--- src/rtl/div_result_bcd.sv ---
// Purpose: capture the divider quotient and convert it to packed BCD, one double-dabble step per clock.
// Latency: bcd_valid pulses WIDTH edges after the valid_in sampling edge; ready for a new value WIDTH+2 cycles after it.
// Backpressure: none; valid_in while busy is dropped and latched into the sticky overrun flag.
module div_result_bcd #(
    parameter int WIDTH  = 8,
    parameter int DIGITS = 3
) (
    input  logic                  clk,
    input  logic                  rst,
    input  logic [WIDTH-1:0]      bin_in,
    input  logic                  valid_in,
    output logic [4*DIGITS-1:0]   bcd_out,
    output logic                  bcd_valid,
    output logic                  busy,
    output logic                  overrun
);

    // Scratch register layout: {BCD digits, remaining binary bits}.
    localparam int SW = 4*DIGITS + WIDTH;
    localparam int CW = $clog2(WIDTH + 1);

    typedef enum logic [1:0] {
        IDLE = 2'd0,
        CONV = 2'd1,
        DONE = 2'd2
    } state_t;

    state_t         state;
    logic [SW-1:0]  scratch;
    logic [SW-1:0]  adj;
    logic [SW-1:0]  shifted;
    logic [CW-1:0]  count;

    // One double-dabble step: add 3 to every digit >= 5 (no carry between nibbles), then shift left.
    always_comb begin
        adj = scratch;
        for (int d = 0; d < DIGITS; d++) begin
            if (scratch[WIDTH + 4*d +: 4] >= 4'd5) begin
                adj[WIDTH + 4*d +: 4] = scratch[WIDTH + 4*d +: 4] + 4'd3;
            end
        end
        shifted = {adj[SW-2:0], 1'b0};
    end

    // Control FSM with registered outputs; reset has priority over everything.
    always_ff @(posedge clk) begin
        if (!rst) begin
            state     <= IDLE;
            scratch   <= '0;
            count     <= '0;
            bcd_out   <= '0;
            bcd_valid <= 1'b0;
            busy      <= 1'b0;
            overrun   <= 1'b0;
        end else begin
            bcd_valid <= 1'b0;
            case (state)
                IDLE: begin
                    if (valid_in) begin
                        scratch <= {{(4*DIGITS){1'b0}}, bin_in};
                        count   <= CW'(WIDTH);
                        state   <= CONV;
                        busy    <= 1'b1;
                    end
                end
                CONV: begin
                    if (valid_in) begin
                        overrun <= 1'b1;
                    end
                    scratch <= shifted;
                    count   <= count - CW'(1);
                    if (count == CW'(1)) begin
                        // Final shift: the BCD half of the shifted scratch is the result.
                        bcd_out   <= shifted[SW-1:WIDTH];
                        bcd_valid <= 1'b1;
                        state     <= DONE;
                    end
                end
                DONE: begin
                    if (valid_in) begin
                        overrun <= 1'b1;
                    end
                    state <= IDLE;
                    busy  <= 1'b0;
                end
                default: begin
                    state <= IDLE;
                    busy  <= 1'b0;
                end
            endcase
        end
    end

endmodule

--- config.mk ---
export PLATFORM = sky130hd
export DESIGN_NAME = div_result_bcd
export DESIGN_NICKNAME = d
export VERILOG_FILES = /design/src/rtl/div_result_bcd.sv
export SDC_FILE = /design/constraint.sdc
export NUM_CORES = 1
export LEC_CHECK = 0
export CORE_AREA = 10 10 83 85
export CTS_BUF_LIST = sky130_fd_sc_hd__clkbuf_8
export CTS_CLUSTER_SIZE = 12
export DETAILED_ROUTE_END_ITERATION = 10
export DIE_AREA = 0 0 93 95
export PLACE_DENSITY = 0.57
export SLEW_MARGIN = 15
export SYNTH_ARGS = -nofsm -noshare
export SYNTH_HDL_FRONTEND = slang
export SYNTH_SLANG_ARGS = --single-unit
--- constraint.sdc ---
create_clock -name clk -period 1.95 [get_ports clk]
set_input_delay 0.39 -clock clk [delete_from_list [all_inputs] [get_ports clk]]
set_output_delay 0.39 -clock clk [all_outputs]
set_load 0.1 [all_outputs]
# After elaboration in Yosys (flattened, before gate mapping)
# Cells that the tools add are included.
# Widths: inputs -> output; s select.
# classes
reduce_logical	9
n_eq_ne	5
n_lt_le_gt_ge	3
n_bitwise	1
addsub	4
muxes	13
# ops
op	count
$pmux 20 s2	1
$mux 20	1
$ge 4x3->1 const B	3
$mux 4	3
$reduce_and 2->1	6
$add 4x2->4 const B	2
$pmux 4 s2	1
$eq 4x1->1 const B	1
$mux 2	2
$ne 2x2->1 const B	2
$pmux 2 s2	1
$sub 4x1->4 const B	1
$add 3x2->3 const B	1
$mux 3	1
$eq 2x1->1 const B	1
$eq 2x2->1 const B	1
$logic_not 2->1	1
$mux 1	2
$pmux 1 s2	1
$reduce_bool 2->1	1
$reduce_or 2->1	1
$not 1->1	1
# totals
regBits	41
out_inout_bits	15
elab_cells	42
input_bits	11

# Depth between registers and ports, before layout
# depth
ltp_word	3
ltp_mapped	7
depth_no_buf	6

# Least setup slack after synthesis
# Ideal clock, no wire load.
# synth_timing
kind	reg2reg
start	register scratch[8]
end	register scratch[10]
setup_time_ns	0.077
path_buffers	0
stages_incl_launch_ff	7
setup_slack_ns	0.477
period_less_slack_ns	1.473
arrival_ns	1.396
required_time_ns	1.873
path_cell_list	dfxtp_1 -> inv_1 -> ha_1 -> nand2b_1 -> a21oi_1 -> mux2_2 -> o22ai_1
# synth_via
elab_chain_cells	3
word_cells_on_any_way	4
cone_classes	add/sub: 1; order compare: 1; mux: 2
# synth_lines
element	line_no	source
start: declaration	29	logic [SW-1:0] scratch;
start signal: assignment	60	scratch <= {{(4*DIGITS){1'b0}}, bin_in};
start signal: assignment	70	scratch <= shifted;
$add 4x2->4 / $ge 4x3->1 (equally long branches)	39, 38	
$mux 4 *	38	if (scratch[WIDTH + 4*d +: 4] >= 4'd5) begin
$pmux 20 s2 *	57	case (state)
# Mark *: on every way between the ends. The rest lies on a longest branch, timed or not.
# A chain may end at the register's enable or synchronous reset.

# Worst setup path in the final report
# layout_timing
start	register state[0]
end	register scratch[19]
# layout_via
elab_chain_cells	3
word_cells_on_any_way	6
cone_classes	eq/ne: 2; mux: 1; reduce/logical: 3
# layout_lines
element	line_no	source
start: declaration	28	state_t state;
start signal: assignment	48	state <= IDLE;
start signal: assignment	62	state <= CONV;
start signal: assignment	76	state <= DONE;
$eq 2x1->1 / $logic_not 2->1 (equally long branches)	57	
$reduce_bool 2->1 (no line) / $ne 2x2->1 (equally long branches)	--	
$reduce_and 2->1 (no line)	--	
# Parallel ways exist; a longest one is shown, timed or not.

==> metrics.md <==
| Metric | Value |
|---|---|
| Outcome | `completed` |
| VDD IR max | `just under 0.0005 V` |
| Async set or reset register ratio after synthesis | `0%` |
| Endpoints failing setup | `0` |
| First-pass iteration count of the detailed router | `4` |
| Via/cell ratio | `between 5 and 6` |
| Die ar. | `8840 um2` |
| Leak | `0.000906 uW` |
| Max-slew violation count | `0` |
| CTS H-tree lvls | `2` |
| FF+latch area | `821 um2` |
| Crit end category | `flop` |
| DRC errors left | `0` |
| Via count | `approximately 1.6k` |
| # Post-CTS Setup Buffers | `0` |
| RSZ-0062 raised after global routing | `no` |
| First-pass GRT wire length | `7550 um` |
| DR iter-0 viols | `64` |
| Crit-path cells | `inv_1 -> ha_1 -> o21ai_4 -> o31a_1 -> o22ai_1` |
| Sequential share of the synthesized area | `40.3%` |
| HP Class | `reg2reg` |
| Worst R2R Path Depth | `5` |
| Yosys warnings | `0` |
| Area of the multi-input gates | `1060 um2` |
| WL final | `between 4000 and 5000 um` |
| Slew @ Worst Pin | `0.504 ns` |
| Area Growth Syn to Fin | `17.8%` |
| Maxcap violations | `0` |
| Slowest cell on crit path | `o21ai_4` |
| Initial antenna violation count | `0` |
| Ant diodes | `0` |
| Reg2Reg Setup Slack | `0.30 ns` |
| Final ANT Viol Nets | `0` |
| WS Path Type | `reg2reg` |
| CP peak stage delay | `0.49 ns` |
| Worst Setup SP | `state[0]` |
| Commonest non-fill, non-tap cells in the layout | `dfxtp_1, buf_4, a21oi_1` |
| Minimum clock period | `1.65 ns` |
| FILL cells | `555` |
| Clock Path Buffers | `2` |
| CP endpoint | `scratch[19]` |
| Reg clk slew, reported paths | `0.08 ns` |
| Tcrit/Tclk final | `a little over four fifths` |
| FMAX | `0.604 GHz` |
| Num rows | `27` |
| Gpl congestion | `0.760` |
| CP Data Required Time | `2.12 ns` |
| Crit Path Max Fanout | `18` |
| Mapped Nets | `242` |
| DPL Wire Length | `~3100 um` |
| PortBufs | `25` |
| Setup TNS | `0 ns` |
| PD cells | `754 nW/um2` |
| Final worst setup slack | `a little under 0.3 ns` |
| Synth cell types | `38` |
| Layout cells sized above 1 | `between 20% and 30%` |
| Avg Cell Area, Syn | `9.21 um2` |
| WP data arrival | `1.83 ns` |
| GR Overflow Total | `0` |
| Total track usage | `10.3%` |
| CTS tree | `built` |
| Worst slew margin | `66.3%` |
| Fin Clk Skew | `between 0.005 and 0.006 ns` |
| Crit start category | `flop` |
| Post-synth EDFFs | `0` |
| Top FF cell, synth | `dfxtp_1` |
| Clk sinks | `41` |
| Fin nets | `between 200 and 300` |
| Starting Density | `38.1%` |
| Post-CTS Resized | `0` |
| TritonCTS Buffers | `5` |
| Hold buffers post-CTS | `0` |
| Core area | `5340 um2` |
| Capturing point of the worst reg2reg path | `scratch[19]` |
| Synth Register Bits | `41` |
| Worst r2r src | `state[0]` |
| Synth Cell Area | `2030 um2` |
| Die X | `roughly 93 um` |
| Vias in the first global route | `1602` |
| Die Span Y | `95 um` |
| Commonest non-fill, non-tap cell in the layout | `dfxtp_1` |
| I/O pin total | `26` |
| Largest net degree at the start of global routing | `19` |
| Final Hold Violating Endpoints | `0` |
| Dpl ws | `around 0.20 ns` |
| Syn Inst Count | `between 200 and 250` |
| Worst skew pair latency | `0.28 ns` |
| Root Driver | `clkbuf_8` |
| WL/cell | `approximately 13 um` |
| Hold path startpoint | `busy` |
[metrics by stage]
| step | instances | instance area (um2) | total power (uW) | utilization [%] | hold WS (ns) |
|---|---|---|---|---|---|
| final | 322 | 2400 | 1810 | 44.9 | 0.471 |
| after global routing | 322 | 2400 | 1920 | 44.9 | 0.490 |
| after CTS | 322 | 2400 | 1840 | 44.9 | 0.472 |
| after detailed placement | 314 | 2310 | 1310 | 43.4 | 0.459 |
| after global placement | 314 | 2310 | 1310 | 43.4 | 0.458 |
| after floorplan | 221 | 2030 | 1220 | - | 0.454 |
[state kept, by name, indices dropped and copies added (netlist names)]
signal	count
busy	1
overrun	1
bcd_valid	1
bcd_out	12
count	4
state	2
scratch	20
[final cells by class]
class                           instances  share of cell area (%)
Clock inverter                          3                   0.574
Multi-Input combinational cell        150                    44.2
Clock buffer                            5                    2.87
Timing Repair Buffer                   34                    11.7
Inverter                               17                    2.66
Sequential cell                        41                    34.2
Tap cell                               72                    3.76
[synthesized netlist by cell type, types with 4 or more instances]
cell type | number | share of area [%]
dfxtp_1 | 41 | 40
a21oi_1 | 20 | 4.9
o22ai_1 | 19 | 5.8
inv_1 | 15 | 2.8
nand2_1 | 14 | 2.6
nor2_1 | 12 | 2.2
ha_1 | 10 | 6.2
mux2_2 | 8 | 4.4
nand3_1 | 6 | 1.5
a211oi_1 | 5 | 1.8
nand2b_1 | 5 | 1.5
nor3b_1 | 5 | 1.8
o21ai_0 | 5 | 1.2
o221ai_1 | 5 | 2.2
o32ai_1 | 5 | 2.2
buf_4 | 4 | 1.5
[critical path: cells and delay by family (launching register included)]
| family | cells | cell delay (ns) |
|---|---|---|
| compound gates | 3 | 0.79 |
| flops | 1 | 0.36 |
| fa+ha+maj | 1 | 0.33 |
| buf+inv | 1 | 0.05 |
[kinds of logic (layout without fill, tap and decap cells)]
family | after synthesis | after routing | share of synthesized area [%]
AO/OA/AOI/OAI | 71 | 71 | 24.1
XOR/XNOR | 3 | 3 | 1.29
adder cells (fa/ha/maj) | 10 | 10 | 6.15
buffers and inverters | 30 | 59 | 7.56
flip-flops | 41 | 41 | 40.3
multiplexers | 11 | 11 | 5.90
AND/OR/NAND/NOR | 55 | 55 | 14.6
[per-layer routing]
metal / wire [um] / GRT usage (%) / part of all wire, % / up-vias
met5: 0 / 0 / 0 / -
met4: 34 / 3.08 / 0.80 / 0
met3: 240 / 3.65 / 5.6 / 4
met2: 1990 / 16.6 / 47 / 21
met1: 1990 / 12.7 / 47 / 749
li1: - / - / - / 855
[how the worst min path moves through the flow]
stage / endpoint / slack, ns / cells after the start
finish: busy / 0.47 / 2
global route: bcd_out[6] / 0.49 / 2
CTS: bcd_out[10] / 0.47 / 2
detailed placement: bcd_out[10] / 0.46 / 2
global placement: bcd_out[10] / 0.46 / 2
floorplan: scratch[19] / 0.45 / 2
[where the power goes]
group          internal (uW)  switching [uW]  total (uW)
sequential               880            33.6         914
clock                    243             276         518
combinational            152             223         375
total                   1280             532        1810
Power figures use the tool's default switching activity.
